`src/rtl/cpu_pkg.sv`:
```
// Shared CPU pipeline constants and the scoreboard latency-width helper.
package cpu_pkg;

    localparam int unsigned DEF_REG_AW   = 4;
    localparam int unsigned DEF_LOAD_LAT = 1;
    localparam int unsigned DEF_ALU_LAT  = 0;

    // Counter width able to hold max(load_lat, alu_lat); never narrower than one bit.
    function automatic int unsigned lat_width(input int unsigned load_lat,
                                              input int unsigned alu_lat);
        int unsigned max_lat;
        max_lat = (load_lat > alu_lat) ? load_lat : alu_lat;
        return (max_lat == 0) ? 1 : $clog2(max_lat + 1);
    endfunction

endpackage

```
`src/rtl/hazard_scoreboard_if.sv`:
```
// ID-stage hazard handshake: instruction descriptor in, issue/stall decisions and status out.
interface hazard_scoreboard_if
    import cpu_pkg::*;
#(
    parameter int unsigned REG_AW = DEF_REG_AW,
    parameter int unsigned CNT_W  = 16
) ();

    logic              id_valid;
    logic [REG_AW-1:0] id_rs;
    logic [REG_AW-1:0] id_rt;
    logic              id_rs_used;
    logic              id_rt_used;
    logic [REG_AW-1:0] id_rd;
    logic              id_reg_write;
    logic              id_is_load;
    logic              id_halt;
    logic              flush;
    logic              mem_stall;
    logic              stall;
    logic              issue;
    logic              bubble;
    logic              halted;
    logic              drained;
    logic [CNT_W-1:0]  stall_count;

    modport master (
        output id_valid, id_rs, id_rt, id_rs_used, id_rt_used, id_rd, id_reg_write,
               id_is_load, id_halt, flush, mem_stall,
        input  stall, issue, bubble, halted, drained, stall_count
    );

    modport slave (
        input  id_valid, id_rs, id_rt, id_rs_used, id_rt_used, id_rd, id_reg_write,
               id_is_load, id_halt, flush, mem_stall,
        output stall, issue, bubble, halted, drained, stall_count
    );

endinterface

```
`src/rtl/sb_entry.sv`:
```
// One register's pending-write countdown; busy while the count is nonzero.
module sb_entry #(
    parameter int unsigned W = 1
) (
    input  logic         clk,
    input  logic         rst_n,
    input  logic         load,
    input  logic [W-1:0] load_val,
    input  logic         freeze,
    output logic         busy
);

    logic [W-1:0] cnt_q, cnt_d;

    // A new producer overrides any countdown in flight, even with a shorter latency.
    always_comb begin
        cnt_d = cnt_q;
        if (load) begin
            cnt_d = load_val;
        end else if (!freeze && cnt_q != '0) begin
            cnt_d = cnt_q - W'(1);
        end
    end

    always_ff @(posedge clk or negedge rst_n) begin
        if (!rst_n) begin
            cnt_q <= '0;
        end else begin
            cnt_q <= cnt_d;
        end
    end

    assign busy = (cnt_q != '0);

endmodule

```
`src/rtl/hazard_scoreboard.sv`:
```
// Per-register countdown scoreboard deciding issue/stall/bubble for the instruction in ID.
module hazard_scoreboard
    import cpu_pkg::*;
#(
    parameter int unsigned NUM_REGS = 16,
    parameter int unsigned REG_AW   = DEF_REG_AW,
    parameter int unsigned LOAD_LAT = DEF_LOAD_LAT,
    parameter int unsigned ALU_LAT  = DEF_ALU_LAT,
    parameter int unsigned ZERO_REG = 1,
    parameter int unsigned CNT_W    = 16
) (
    input logic                 clk,
    input logic                 rst_n,
    hazard_scoreboard_if.slave  sb
);

    localparam int unsigned LW = lat_width(LOAD_LAT, ALU_LAT);

    if (LOAD_LAT < ALU_LAT || NUM_REGS != 2 ** REG_AW) begin : g_param_check
        $error("hazard_scoreboard: need LOAD_LAT >= ALU_LAT and NUM_REGS == 2**REG_AW");
    end

    logic [NUM_REGS-1:0] busy;
    logic [LW-1:0]       load_val;
    logic                rs_busy, rt_busy, hazard, issue, do_write;
    logic                halted_q, halted_d;
    logic [CNT_W-1:0]    stall_cnt_q, stall_cnt_d;

    always_comb begin
        rs_busy  = sb.id_rs_used && busy[sb.id_rs] && !(ZERO_REG != 0 && sb.id_rs == '0);
        rt_busy  = sb.id_rt_used && busy[sb.id_rt] && !(ZERO_REG != 0 && sb.id_rt == '0);
        hazard   = sb.id_valid && (rs_busy || rt_busy);
        issue    = sb.id_valid && !hazard && !sb.flush && !sb.mem_stall && !halted_q;
        do_write = issue && sb.id_reg_write && !(ZERO_REG != 0 && sb.id_rd == '0);
        load_val = sb.id_is_load ? LW'(LOAD_LAT) : LW'(ALU_LAT);

        halted_d = halted_q;
        if (issue && sb.id_halt) begin
            halted_d = 1'b1;
        end

        stall_cnt_d = stall_cnt_q;
        if (hazard && !sb.flush && !sb.mem_stall && !(&stall_cnt_q)) begin
            stall_cnt_d = stall_cnt_q + CNT_W'(1);
        end
    end

    for (genvar i = 0; i < NUM_REGS; i++) begin : g_entry
        sb_entry #(
            .W (LW)
        ) u_entry (
            .clk      (clk),
            .rst_n    (rst_n),
            .load     (do_write && (sb.id_rd == REG_AW'(i))),
            .load_val (load_val),
            .freeze   (sb.mem_stall),
            .busy     (busy[i])
        );
    end

    always_ff @(posedge clk or negedge rst_n) begin
        if (!rst_n) begin
            halted_q    <= 1'b0;
            stall_cnt_q <= '0;
        end else begin
            halted_q    <= halted_d;
            stall_cnt_q <= stall_cnt_d;
        end
    end

    assign sb.issue       = issue;
    assign sb.stall       = sb.mem_stall || (hazard && !sb.flush) ||
                            (halted_q && sb.id_valid && !sb.flush);
    assign sb.bubble      = !issue && !sb.mem_stall;
    assign sb.halted      = halted_q;
    assign sb.drained     = halted_q && (busy == '0);
    assign sb.stall_count = stall_cnt_q;

endmodule

```
`src/flat_wrapper.sv`:
```
// flat-port wrapper written by rule: the top's interface ports become plain ports
module hazard_scoreboard_flat import cpu_pkg::*;
#(
    parameter int unsigned NUM_REGS = 16,
    parameter int unsigned REG_AW   = DEF_REG_AW,
    parameter int unsigned LOAD_LAT = DEF_LOAD_LAT,
    parameter int unsigned ALU_LAT  = DEF_ALU_LAT,
    parameter int unsigned ZERO_REG = 1,
    parameter int unsigned CNT_W    = 16
)
  (clk, rst_n, sb_id_valid, sb_id_rs, sb_id_rt, sb_id_rs_used, sb_id_rt_used, sb_id_rd, sb_id_reg_write, sb_id_is_load, sb_id_halt, sb_flush, sb_mem_stall, sb_stall, sb_issue, sb_bubble, sb_halted, sb_drained, sb_stall_count);
  hazard_scoreboard_if #(.REG_AW(REG_AW), .CNT_W(CNT_W)) sb_i ();
  input logic clk;
  input logic rst_n;
  input wire logic [$bits(sb_i.id_valid)-1:0] sb_id_valid;
  input wire logic [$bits(sb_i.id_rs)-1:0] sb_id_rs;
  input wire logic [$bits(sb_i.id_rt)-1:0] sb_id_rt;
  input wire logic [$bits(sb_i.id_rs_used)-1:0] sb_id_rs_used;
  input wire logic [$bits(sb_i.id_rt_used)-1:0] sb_id_rt_used;
  input wire logic [$bits(sb_i.id_rd)-1:0] sb_id_rd;
  input wire logic [$bits(sb_i.id_reg_write)-1:0] sb_id_reg_write;
  input wire logic [$bits(sb_i.id_is_load)-1:0] sb_id_is_load;
  input wire logic [$bits(sb_i.id_halt)-1:0] sb_id_halt;
  input wire logic [$bits(sb_i.flush)-1:0] sb_flush;
  input wire logic [$bits(sb_i.mem_stall)-1:0] sb_mem_stall;
  output wire logic [$bits(sb_i.stall)-1:0] sb_stall;
  output wire logic [$bits(sb_i.issue)-1:0] sb_issue;
  output wire logic [$bits(sb_i.bubble)-1:0] sb_bubble;
  output wire logic [$bits(sb_i.halted)-1:0] sb_halted;
  output wire logic [$bits(sb_i.drained)-1:0] sb_drained;
  output wire logic [$bits(sb_i.stall_count)-1:0] sb_stall_count;
  assign sb_i.id_valid = sb_id_valid;
  assign sb_i.id_rs = sb_id_rs;
  assign sb_i.id_rt = sb_id_rt;
  assign sb_i.id_rs_used = sb_id_rs_used;
  assign sb_i.id_rt_used = sb_id_rt_used;
  assign sb_i.id_rd = sb_id_rd;
  assign sb_i.id_reg_write = sb_id_reg_write;
  assign sb_i.id_is_load = sb_id_is_load;
  assign sb_i.id_halt = sb_id_halt;
  assign sb_i.flush = sb_flush;
  assign sb_i.mem_stall = sb_mem_stall;
  assign sb_stall = sb_i.stall;
  assign sb_issue = sb_i.issue;
  assign sb_bubble = sb_i.bubble;
  assign sb_halted = sb_i.halted;
  assign sb_drained = sb_i.drained;
  assign sb_stall_count = sb_i.stall_count;
  hazard_scoreboard #(.NUM_REGS(NUM_REGS), .REG_AW(REG_AW), .LOAD_LAT(LOAD_LAT), .ALU_LAT(ALU_LAT), .ZERO_REG(ZERO_REG), .CNT_W(CNT_W)) u_core (.clk(clk), .rst_n(rst_n), .sb(sb_i));
endmodule
```
`config.mk`:
```
export PLATFORM = sky130hd
export DESIGN_NAME = hazard_scoreboard_flat
export DESIGN_NICKNAME = d
export VERILOG_FILES = /design/src/rtl/cpu_pkg.sv /design/src/rtl/hazard_scoreboard_if.sv /design/src/rtl/sb_entry.sv /design/src/rtl/hazard_scoreboard.sv /design/src/flat_wrapper.sv
export SDC_FILE = /design/constraint.sdc
export NUM_CORES = 1
export LEC_CHECK = 0
export ABC_AREA = 1
export CORE_MARGIN = 2
export CORE_UTILIZATION = 50
export DETAILED_ROUTE_END_ITERATION = 16
export GPL_TIMING_DRIVEN = 1
export HOLD_SLACK_MARGIN = 0.15
export PLACE_DENSITY = 0.83
export SETUP_SLACK_MARGIN = 0.02
export SLEW_MARGIN = 10
export SYNTH_ARGS = -nofsm -noshare
export SYNTH_HDL_FRONTEND = slang
export SYNTH_HIERARCHICAL = 1
export SYNTH_SLANG_ARGS = --single-unit
```
`constraint.sdc`:
```
create_clock -name clk -period 3.2 [get_ports clk]
set_input_delay 0.64 -clock clk [delete_from_list [all_inputs] [get_ports clk]]
set_output_delay 0.64 -clock clk [all_outputs]
set_load 0.05 [all_outputs]
```
==> metrics.md <==
| Metric | Value |
|---|---|
| Tcrit/Tclk final | `0.908` |
| Sw Ratio | `0.329` |
| Root buf cell | `clkbuf_8` |
| Clock slew at reported path FFs | `0.06 ns` |
| Largest net degree at the start of global routing | `34` |
| GPL Wtd Cong | `0.916` |
| Leak pwr | `1.34 nW` |
| Post-synth top cells | `106 x nand2_1, 51 x inv_1, 33 x dfrtp_1, 32 x nand3_1, 29 x nor2_1` |
| PwrDens | `361 nW/µm²` |
| Main synth FF type | `dfrtp_1` |
| Synthesized instance count | `348` |
| Clk sink count | `33` |
| Nets | `419` |
| Setup-failing EPs final | `0` |
| Comb power frac | `0.267` |
| Final Critical Period | `2.90 ns` |
| Port-buffer cells | `42` |
| Die width | `72.8 µm` |
| Status | `complete, no violations` |
| First-pass GRT wire length | `9230 µm` |
| Initial DRC count | `244` |
| HPWL Detailed | `4200 µm` |
| Post-synth cell types | `28` |
| Setup WS pre-CTS | `0.116 ns` |
| Worst r2r src | `u_core/g_entry[3].u_entry/busy$_DFFE_PN0P_` |
| WL/cell | `12.3 µm` |
| Final wirelength | `5540 µm` |
| Core area | `4630 µm²` |
| Die height | `72.8 µm` |
| Worst setup SP type | `input port` |
| Met2 WL | `2580 µm` |
| Synthesized area | `2360 µm²` |
| Share of the synthesized area in the top cell type | `0.349` |
| Vias in the first global route | `2,031` |
| R2r setup slk | `1.16 ns` |
| Slew Limit Fails | `0` |
| Net load switching power | `0.000353 W` |
| Worst setup EP type | `primary output` |
| Seq pwr share | `0.441` |
| Worst VDD drop | `0.257 mV` |
| Placed instance area | `2870 µm²` |
| Setup ws final | `0.296 ns` |
| Metal-1 WL | `2630 µm` |
| FP Rows | `25` |
| Post-synth ARST share | `1.00` |
| Hold endpoint | `u_core/sb.stall_count[14]$_DFFE_PN0P_` |
| Clk pwr share | `0.292` |
| Met3 WL | `295 µm` |
| Synth Register Bits | `33` |
| Count leader, synth | `nand2_1` |
| Max-slew headroom | `0.626` |
| Multi-input combinational cell area | `1300 µm²` |
| First-pass DRT Iterations | `5` |
| Synth Area per Inst | `6.80 µm²` |
| Full die area | `5300 µm²` |
| Register area | `826 µm²` |
| Ports | `43` |
| HP Start | `u_core/sb.stall_count[14]$_DFFE_PN0P_` |
| Total CTS buffers | `5` |
| Via Count | `2,332` |
| Arrival time worst endpoint | `2.26 ns` |
| R2R cell count | `14` |
| Antenna violations before repair | `0` |
| CP max FO | `6` |
| Tot GR Track Use | `0.224` |
| N_diodes | `0` |
| Maxcap violations | `0` |
| Hold Fails Final Rpt | `0` |
| Share of cells above drive strength 1 | `0.136` |
| Unrepaired setup endpoints after global routing | `false` |
| Placed cells | `443` |
| TritonCTS clock tree | `yes` |
| Initial core utilization | `0.511` |
| Post-synth top area cell | `dfrtp_1` |
| Yosys warns | `6` |
| Clk buf depth | `2` |
| Finished Layout Cells | `450` |
| Max layer used | `met4` |
| Setup Buffers After CTS | `0` |
| Total gr overflow | `0` |
| P_int | `0.000718 W` |
| Min-delay worst type | `flop to flop` |
| DRC errors left | `0` |
| Finished Cell Area | `2960 µm²` |
| Area grow syn2layout | `25.3%` |
| Later-pin clock latency in the skew report | `0.28 ns` |
| Fill count | `412` |
| CTS HTree Levels | `2` |
| Hold Path Depth | `2` |
| Sequential element share of the synthesized area | `0.349` |
| R2R Path End | `u_core/g_entry[1].u_entry/busy$_DFFE_PN0P_` |
| Top cells by area, synth | `dfrtp_1 35%, nand2_1 17%, inv_1 8.1%, nand3_1 6.8%, nand3_2 6.8%` |
| Routed vias/inst | `5.18` |
| Required time of the critical path | `2.56 ns` |
| Remaining antenna violation count | `0` |
| Post-synth EDFFs | `0` |
| Max Clock Freq | `0.344 GHz` |
| Clk_skew | `0.00529 ns` |
| Setup TNS | `0 ns` |
| Crit Path Category | `input port to primary output` |
| Worst-margin pin slew | `0.559 ns` |
[registers in the layout, indices dropped and copies added, names as in the netlist]
name and count:
u_core/sb.stall_count 16, u_core/sb.halted 1, u_core/g_entry.u_entry/busy 16
[final cells by class]
class | instances | area share
clock buffers | 7 | 0.0291
inverters | 52 | 0.0659
multi-input cells | 258 | 0.440
flip-flops and latches | 33 | 0.279
well taps | 54 | 0.0228
repair buffers | 46 | 0.164
[how the worst max path moves through the flow]
| stage | depth (start not counted) | startpoint | to | slack (ns) |
|---|---|---|---|---|
| 2_1_floorplan | 4 | u_core/sb.halted$_DFFE_PN0P_ | sb_drained | 0.14 |
| 5_1_grt | 11 | sb_id_rs[1] | sb_issue | 0.13 |
| 6_report | 11 | sb_id_rs[1] | sb_issue | 0.30 |
| 4_1_cts | 12 | sb_id_rs[0] | sb_issue | 0.10 |
| 3_3_place_gp | 12 | sb_id_rs[0] | sb_issue | 0.16 |
| 3_5_place_dp | 12 | sb_id_rs[0] | sb_issue | 0.12 |
[cells by family after synthesis]
kind of cell	synth area share
buffers and inverters	0.101
xor gates and xnor gates	0.0407
other	0.00159
AOI/OAI and AO/OA	0.0407
DFF	0.349
adders and majority gates	0.00529
and+or+nand+nor	0.461
[metal layers]
layer / up-vias / GRT usage
met2: 62 / 0.334
met5: - / 0
li1: 1192 / -
met1: 1073 / 0.327
met3: 5 / 0.0428
met4: 0 / 0.0761
[worst max-delay path, stage by stage]
cell and delay (ns):
clkdlybuf4s50_1 0.49, nor2_1 0.22, nand3_1 0.10, nand2_1 0.07, nor2_1 0.04, nand2_1 0.05
nand2_1 0.06, nand2_2 0.07, nand3_1 0.17, inv_1 0.19, buf_12 0.16
[repair_timing]
action / CTS / global route
hold buffers: 0 / 0
gates resized for setup: 0 / 2
setup endpoints to repair: 0 / 2
[power groups by stage]
stage / sequential [W] / combinational [W] / clock (W)
finish: 0.000472 / 0.000286 / 0.000312
global route: 0.000477 / 0.000310 / 0.000344
CTS: 0.000472 / 0.000289 / 0.000326
detailed placement: 0.000480 / 0.000287 / 0
global placement: 0.000480 / 0.000282 / 0
floorplan: 0.000551 / 0.0000944 / 0
[cells in the final DEF (no fill, tap or decap), drive strengths merged, types with 2 or more instances in the layout]
master and instances:
conb 2, nand3 48, buf 7, dlymetal6s2s 2
clkdlybuf4s50 37, nor2 30, o21ai 12, nand4 4
dfrtp 33, clkbuf 7, nor3 13, xor2 6
a41oi 2, nand2 126, inv 52, xnor2 5
nor4 4, or2 2
[metrics by stage]
stage	power [W]	hold WS [ns]	utilization
after floorplan	0.000645	0.344	-
after global placement	0.000761	0.516	0.621
after detailed placement	0.000767	0.538	0.621
after CTS	0.00109	0.553	0.639
after global routing	0.00113	0.584	0.640
final	0.00107	0.545	0.640
Power figures use the tool's default switching activity.
